File: src/rtl/profile_counter_streamer_if.sv
// Byte stream from the counter streamer to the host-link transmitter.
// The master presents bytes; the slave accepts one on each cycle where valid && ready.
interface profile_counter_streamer_if;
   logic       out_valid;
   logic       out_ready;
   logic [7:0] out_data;
   logic       out_last;

   modport master (output out_valid, output out_data, output out_last, input out_ready);
   modport slave  (input out_valid, input out_data, input out_last, output out_ready);
endinterface

File: src/rtl/profile_counter_streamer.sv
// Snapshots the cache-profiler counters and streams them as one frame:
// a header byte, the counters MSB-first, then an XOR checksum byte.
module profile_counter_streamer #(
   parameter int             NUM_COUNTERS = 6,
   parameter logic [7:0]     HEADER_BYTE  = 8'hA5,
   parameter int             DROP_W       = 8
) (
   input  logic                         clk,
   input  logic                         rst,
   input  logic                         enable,
   input  logic                         snapshot_req,
   input  logic [NUM_COUNTERS*32-1:0]   counters,
   profile_counter_streamer_if.master   stream,
   output logic                         busy,
   output logic [DROP_W-1:0]            dropped_snapshots
);
   localparam int CW = (NUM_COUNTERS > 1) ? $clog2(NUM_COUNTERS) : 1;
   localparam logic [CW-1:0] LAST_CNT = CW'(NUM_COUNTERS - 1);

   typedef enum logic [1:0] {IDLE, HEADER, PAYLOAD, CHECKSUM} state_t;

   state_t                         state;
   logic [NUM_COUNTERS-1:0][31:0]  shadow;
   logic [CW-1:0]                  cnt_idx, nxt_cnt;
   logic [1:0]                     byte_idx, nxt_byte;
   logic [7:0]                     csum, nxt_val;
   logic [31:0]                    word;
   logic                           fire;

   assign fire = stream.out_valid && stream.out_ready;

   // Byte that follows the one currently presented in PAYLOAD.
   always_comb begin
      nxt_byte = byte_idx + 2'd1;
      nxt_cnt  = cnt_idx;
      if (byte_idx == 2'd3) nxt_cnt = cnt_idx + 1'b1;
      word = shadow[nxt_cnt];
      case (nxt_byte)
         2'd0:    nxt_val = word[31:24];
         2'd1:    nxt_val = word[23:16];
         2'd2:    nxt_val = word[15:8];
         default: nxt_val = word[7:0];
      endcase
   end

   always_ff @(posedge clk or posedge rst) begin
      if (rst) begin
         state             <= IDLE;
         shadow            <= '0;
         cnt_idx           <= '0;
         byte_idx          <= '0;
         csum              <= '0;
         busy              <= 1'b0;
         dropped_snapshots <= '0;
         stream.out_valid  <= 1'b0;
         stream.out_data   <= '0;
         stream.out_last   <= 1'b0;
      end else begin
         // Requests arriving any time a frame is in flight, final handshake included, are dropped.
         if (snapshot_req && state != IDLE && dropped_snapshots != '1)
            dropped_snapshots <= dropped_snapshots + 1'b1;

         case (state)
            IDLE: if (snapshot_req && enable) begin
               shadow           <= counters;
               csum             <= '0;
               cnt_idx          <= '0;
               byte_idx         <= '0;
               busy             <= 1'b1;
               stream.out_valid <= 1'b1;
               stream.out_data  <= HEADER_BYTE;
               stream.out_last  <= 1'b0;
               state            <= HEADER;
            end
            HEADER: if (fire) begin
               stream.out_data <= shadow[0][31:24];
               state           <= PAYLOAD;
            end
            PAYLOAD: if (fire) begin
               csum <= csum ^ stream.out_data;
               if (cnt_idx == LAST_CNT && byte_idx == 2'd3) begin
                  stream.out_data <= csum ^ stream.out_data;
                  stream.out_last <= 1'b1;
                  state           <= CHECKSUM;
               end else begin
                  cnt_idx         <= nxt_cnt;
                  byte_idx        <= nxt_byte;
                  stream.out_data <= nxt_val;
               end
            end
            CHECKSUM: if (fire) begin
               stream.out_valid <= 1'b0;
               stream.out_last  <= 1'b0;
               stream.out_data  <= '0;
               busy             <= 1'b0;
               state            <= IDLE;
            end
            default: state <= IDLE;
         endcase
      end
   end
endmodule
File: src/flat_wrapper.sv
// flat-port wrapper written by rule: the top's interface ports become plain ports
module profile_counter_streamer_flat 
#(
   parameter int             NUM_COUNTERS = 6,
   parameter logic [7:0]     HEADER_BYTE  = 8'hA5,
   parameter int             DROP_W       = 8
)
  (clk, rst, enable, snapshot_req, counters, busy, dropped_snapshots, stream_out_valid, stream_out_data, stream_out_last, stream_out_ready);
  profile_counter_streamer_if stream_i ();
  input  logic clk;
  input  logic rst;
  input  logic enable;
  input  logic snapshot_req;
  input  logic [NUM_COUNTERS*32-1:0] counters;
  output logic busy;
  output logic [DROP_W-1:0] dropped_snapshots;
  output wire logic [$bits(stream_i.out_valid)-1:0] stream_out_valid;
  output wire logic [$bits(stream_i.out_data)-1:0] stream_out_data;
  output wire logic [$bits(stream_i.out_last)-1:0] stream_out_last;
  input wire logic [$bits(stream_i.out_ready)-1:0] stream_out_ready;
  assign stream_out_valid = stream_i.out_valid;
  assign stream_out_data = stream_i.out_data;
  assign stream_out_last = stream_i.out_last;
  assign stream_i.out_ready = stream_out_ready;
  profile_counter_streamer #(.NUM_COUNTERS(NUM_COUNTERS), .HEADER_BYTE(HEADER_BYTE), .DROP_W(DROP_W)) u_core (.clk(clk), .rst(rst), .enable(enable), .snapshot_req(snapshot_req), .counters(counters), .stream(stream_i), .busy(busy), .dropped_snapshots(dropped_snapshots));
endmodule
File: config.mk
export PLATFORM = sky130hd
export DESIGN_NAME = profile_counter_streamer_flat
export DESIGN_NICKNAME = d
export VERILOG_FILES = /design/src/rtl/profile_counter_streamer_if.sv /design/src/rtl/profile_counter_streamer.sv /design/src/flat_wrapper.sv
export SDC_FILE = /design/constraint.sdc
export NUM_CORES = 1
export LEC_CHECK = 0
export CAP_MARGIN = 20
export CORE_MARGIN = 2
export CORE_UTILIZATION = 47
export CTS_CLUSTER_DIAMETER = 150
export DETAILED_ROUTE_END_ITERATION = 10
export GPL_ROUTABILITY_DRIVEN = 1
export PLACE_DENSITY = 0.86
export RECOVER_POWER = 50
export REMOVE_ABC_BUFFERS = 1
export SYNTH_ARGS = -nofsm -noshare
export SYNTH_HDL_FRONTEND = slang
export SYNTH_SLANG_ARGS = --single-unit
File: constraint.sdc
create_clock -name clk -period 9 [get_ports clk]
set_input_delay 2.7 -clock clk [delete_from_list [all_inputs] [get_ports clk]]
set_output_delay 2.7 -clock clk [all_outputs]
set_load 0.05 [all_outputs]
==> flow_summary_export.csv <==
group,metric,value,unit
status,status,"complete, no violations",
die,coreArea,0.02250,mm²
clocking,numClockSinks,225,
yosys,synth_fa_ha_area_share,1.519,%
global_routing,grt_util_all_layers,22.87,%
route,routed_wl,27.76,mm
yosys,avgSynthCellArea,12.69,µm²
setup_path,path_max_fanout,16,
placement,hpwl,18.31,mm
route,drc,0,
layout,num_antenna_cells,0,
flow_run,maxCapViolCount,0,
clocking,clk_pin_slew,0.06,ns
die,fp-row-count,55,
global_routing,antenna_found_initial,0,
yosys,muxShareOfSynthArea,25.55,%
power,vdd_drop_max,0.3031,mV
setup_path,crit_type,"primary input to flip-flop",
layout,final_layout_size_suffix_gt1_share,26.61,%
clocking,cts_root_buffer,"clkbuf_16",
sta,clock_skew,0.008999,ns
yosys,yosysSeqAreaShare,52.57,%
clocking,cts.path.max_buffers,3,
yosys,synth_top_family_by_area,"multiplexers",
yosys,synth_compound_area_share,11.21,%
yosys,synth_common_cells,"dfrtp_1, mux2_2, nand2_1",
yosys,synthArstFlopShare,100.0,%
die,start_util,47.60,%
power,p_per_area,348.7,mW/mm²
clocking,numCtsBuffers,25,
yosys,yosys.area.top_type,"dfrtp_1",
sta,rsz0062_at_grt,"no",
min_path,hp-class,"flip-flop to flip-flop",
sta,fmax,205.8,MHz
route,wl_per_cell,20.70,µm
sta,fin_crit,4.859,ns
sta,tightest_slew,1.311,ns
sta,finalSetupViolCount,0,
power,p_leak,0.005896,µW
global_routing,grt_max_degree,193,
global_routing,grt_pass1_wl,44.08,mm
yosys,ys_ff_latch,225,
sta,fin_crit_sh,53.99,%
clocking,ctsHoldBuffers,0,
die,io_pins,216,
placement,port_buffers,215,
yosys,synthFlopType,"dfrtp_1",
global_routing,grt_overflow,0,
global_routing,grt_pass1_vias,8259,
placement,pre_cts_slack,3.815,ns
sta,relSlewSlack,12.59,%
route,vias,7733,
route,drtPass1Iterations,5,
sta,slew_violations,0,
setup_path,crit_required,9.40,ns
clocking,post_cts_buffers,0,
yosys,synth_edf_count,0,
clocking,cts_resized,0,
yosys,synth_xor_xnor_area_share,1.215,%
yosys,synthCells,844,
yosys,yosysTopAreaCellShare,52.57,%
sta,timing.setup.tns,0,ns
yosys,ys_types,61,
layout,nNetsFinal,1249,
setup_path,arrival,5.25,ns
layout,multiInputGateArea,0.004816,mm²
setup_path,end_kind,"flip-flop",
setup_path,worstSetupStartpointType,"primary input",
sta,fin_ws,4.141,ns
layout,regArea,0.005630,mm²
layout,fillers,1687,
yosys,synth-simple-area-share,5.105,%
clocking,htree_levels,1,
yosys,synth_area,0.01071,mm²
clocking,clk_latency,0.51,ns
yosys,synth_area_leaders,"dfrtp_1, mux2_2, nand2_1",
clocking,cts_tree,"done",
die,die_h,155.0,µm
sta,finalHoldViolCount,0,
yosys,yosys_warnings,0,
layout,syn_to_final_growth,30.15,%
route,viasPerCell,5.767,
die,die_w,155.0,µm
die,dieArea,0.02401,mm²
route,drtIter0Drc,533,
route,ant_nets,0,
placement,place.gp.congestion,0.7892,
[worst paths after layout]
kind / start / slack (ns) / depth (start not counted) / endpoint
max in group asynchronous: rst / 4.76 / 3 / u_core.shadow[70]
max: snapshot_req / 4.14 / 7 / u_core.stream.out_data[0]
min: u_core.shadow[14] / 0.50 / 1 / u_core.shadow[14]
max reg2reg: u_core.byte_idx[0] / 5.11 / 9 / u_core.stream.out_data[0]
min reg2reg: u_core.shadow[14] / 0.50 / 1 / u_core.shadow[14]
min in group asynchronous: rst / 2.83 / 2 / u_core.dropped_snapshots[3]
[cell families (layout without fill, tap and decap cells)]
family / Yosys count / after routing
AND/OR/NAND/NOR: 115 / 115
flip-flops: 225 / 225
XOR/XNOR: 14 / 14
multiplexers: 245 / 245
buffers and inverters: 68 / 280
adder cells (fa/ha/maj): 13 / 13
AO/OA/AOI/OAI: 164 / 164
[worst max-delay path: stages]
cell,delay (ns)
dlygate4sd3_1,0.63
a21boi_0,0.21
a21o_1,0.37
or3_1,0.58
a221oi_1,0.28
o21ai_0,0.13
o32a_1,0.34
[stage by stage]
| stage | utilization [%] | area (µm²) | std cells | power, µW | hold WS [ns] |
|---|---|---|---|---|---|
| 3_3_place_gp | 58.18 | 13090 | 1297 | 3701 | 0.4818 |
| 6_report | 61.95 | 13940 | 1341 | 4860 | 0.4981 |
| 3_5_place_dp | 58.18 | 13090 | 1297 | 3800 | 0.4877 |
| 4_1_cts | 61.95 | 13940 | 1341 | 4879 | 0.5006 |
| 2_1_floorplan | - | 10450 | 787 | 3238 | 0.4722 |
| 5_1_grt | 61.95 | 13940 | 1341 | 5143 | 0.5121 |
[state kept, by name, indices dropped and copies added (netlist names)]
register and cells:
u_core.dropped_snapshots 8, u_core.stream.out_valid 1, u_core.byte_idx 2, u_core.stream.out_last 1, u_core.csum 8, u_core.cnt_idx 3, u_core.shadow 192, u_core.state 2
u_core.stream.out_data 8
[power by group]
part           total [µW]  internal, µW  switching [µW]
clock network        1050           653             402
logic                1990           999             996
registers            1810          1510             302
[routing by layer]
layer	vias to the layer above	routed length [µm]	track usage, %
met2	296	13540	37.82
met4	0	606	5.952
met5	-	0	0
met1	3870	11790	31.44
li1	3519	-	-
met3	48	1825	3.928
[cell type report]
class                   instances  share of cell area (%)
inverters                      11                  0.3501
clock buffers                  39                   5.368
clock inverters                 5                  0.7181
repair buffers                225                   16.07
flip-flops and latches        225                   40.39
multi-input cells             551                   34.55
well taps                     285                   2.558
[placed cells by master, fill, tap and decap left out, drive strengths merged, types with 13 or more instances in the layout]
cell,n
a21oi,22
a221oi,20
mux2i,18
clkbuf,39
ha,13
dfrtp,225
o21ai,28
nand2,61
clkdlybuf4s50,213
nand2b,13
mux2,227
a22oi,17
Power figures use the tool's default switching activity.
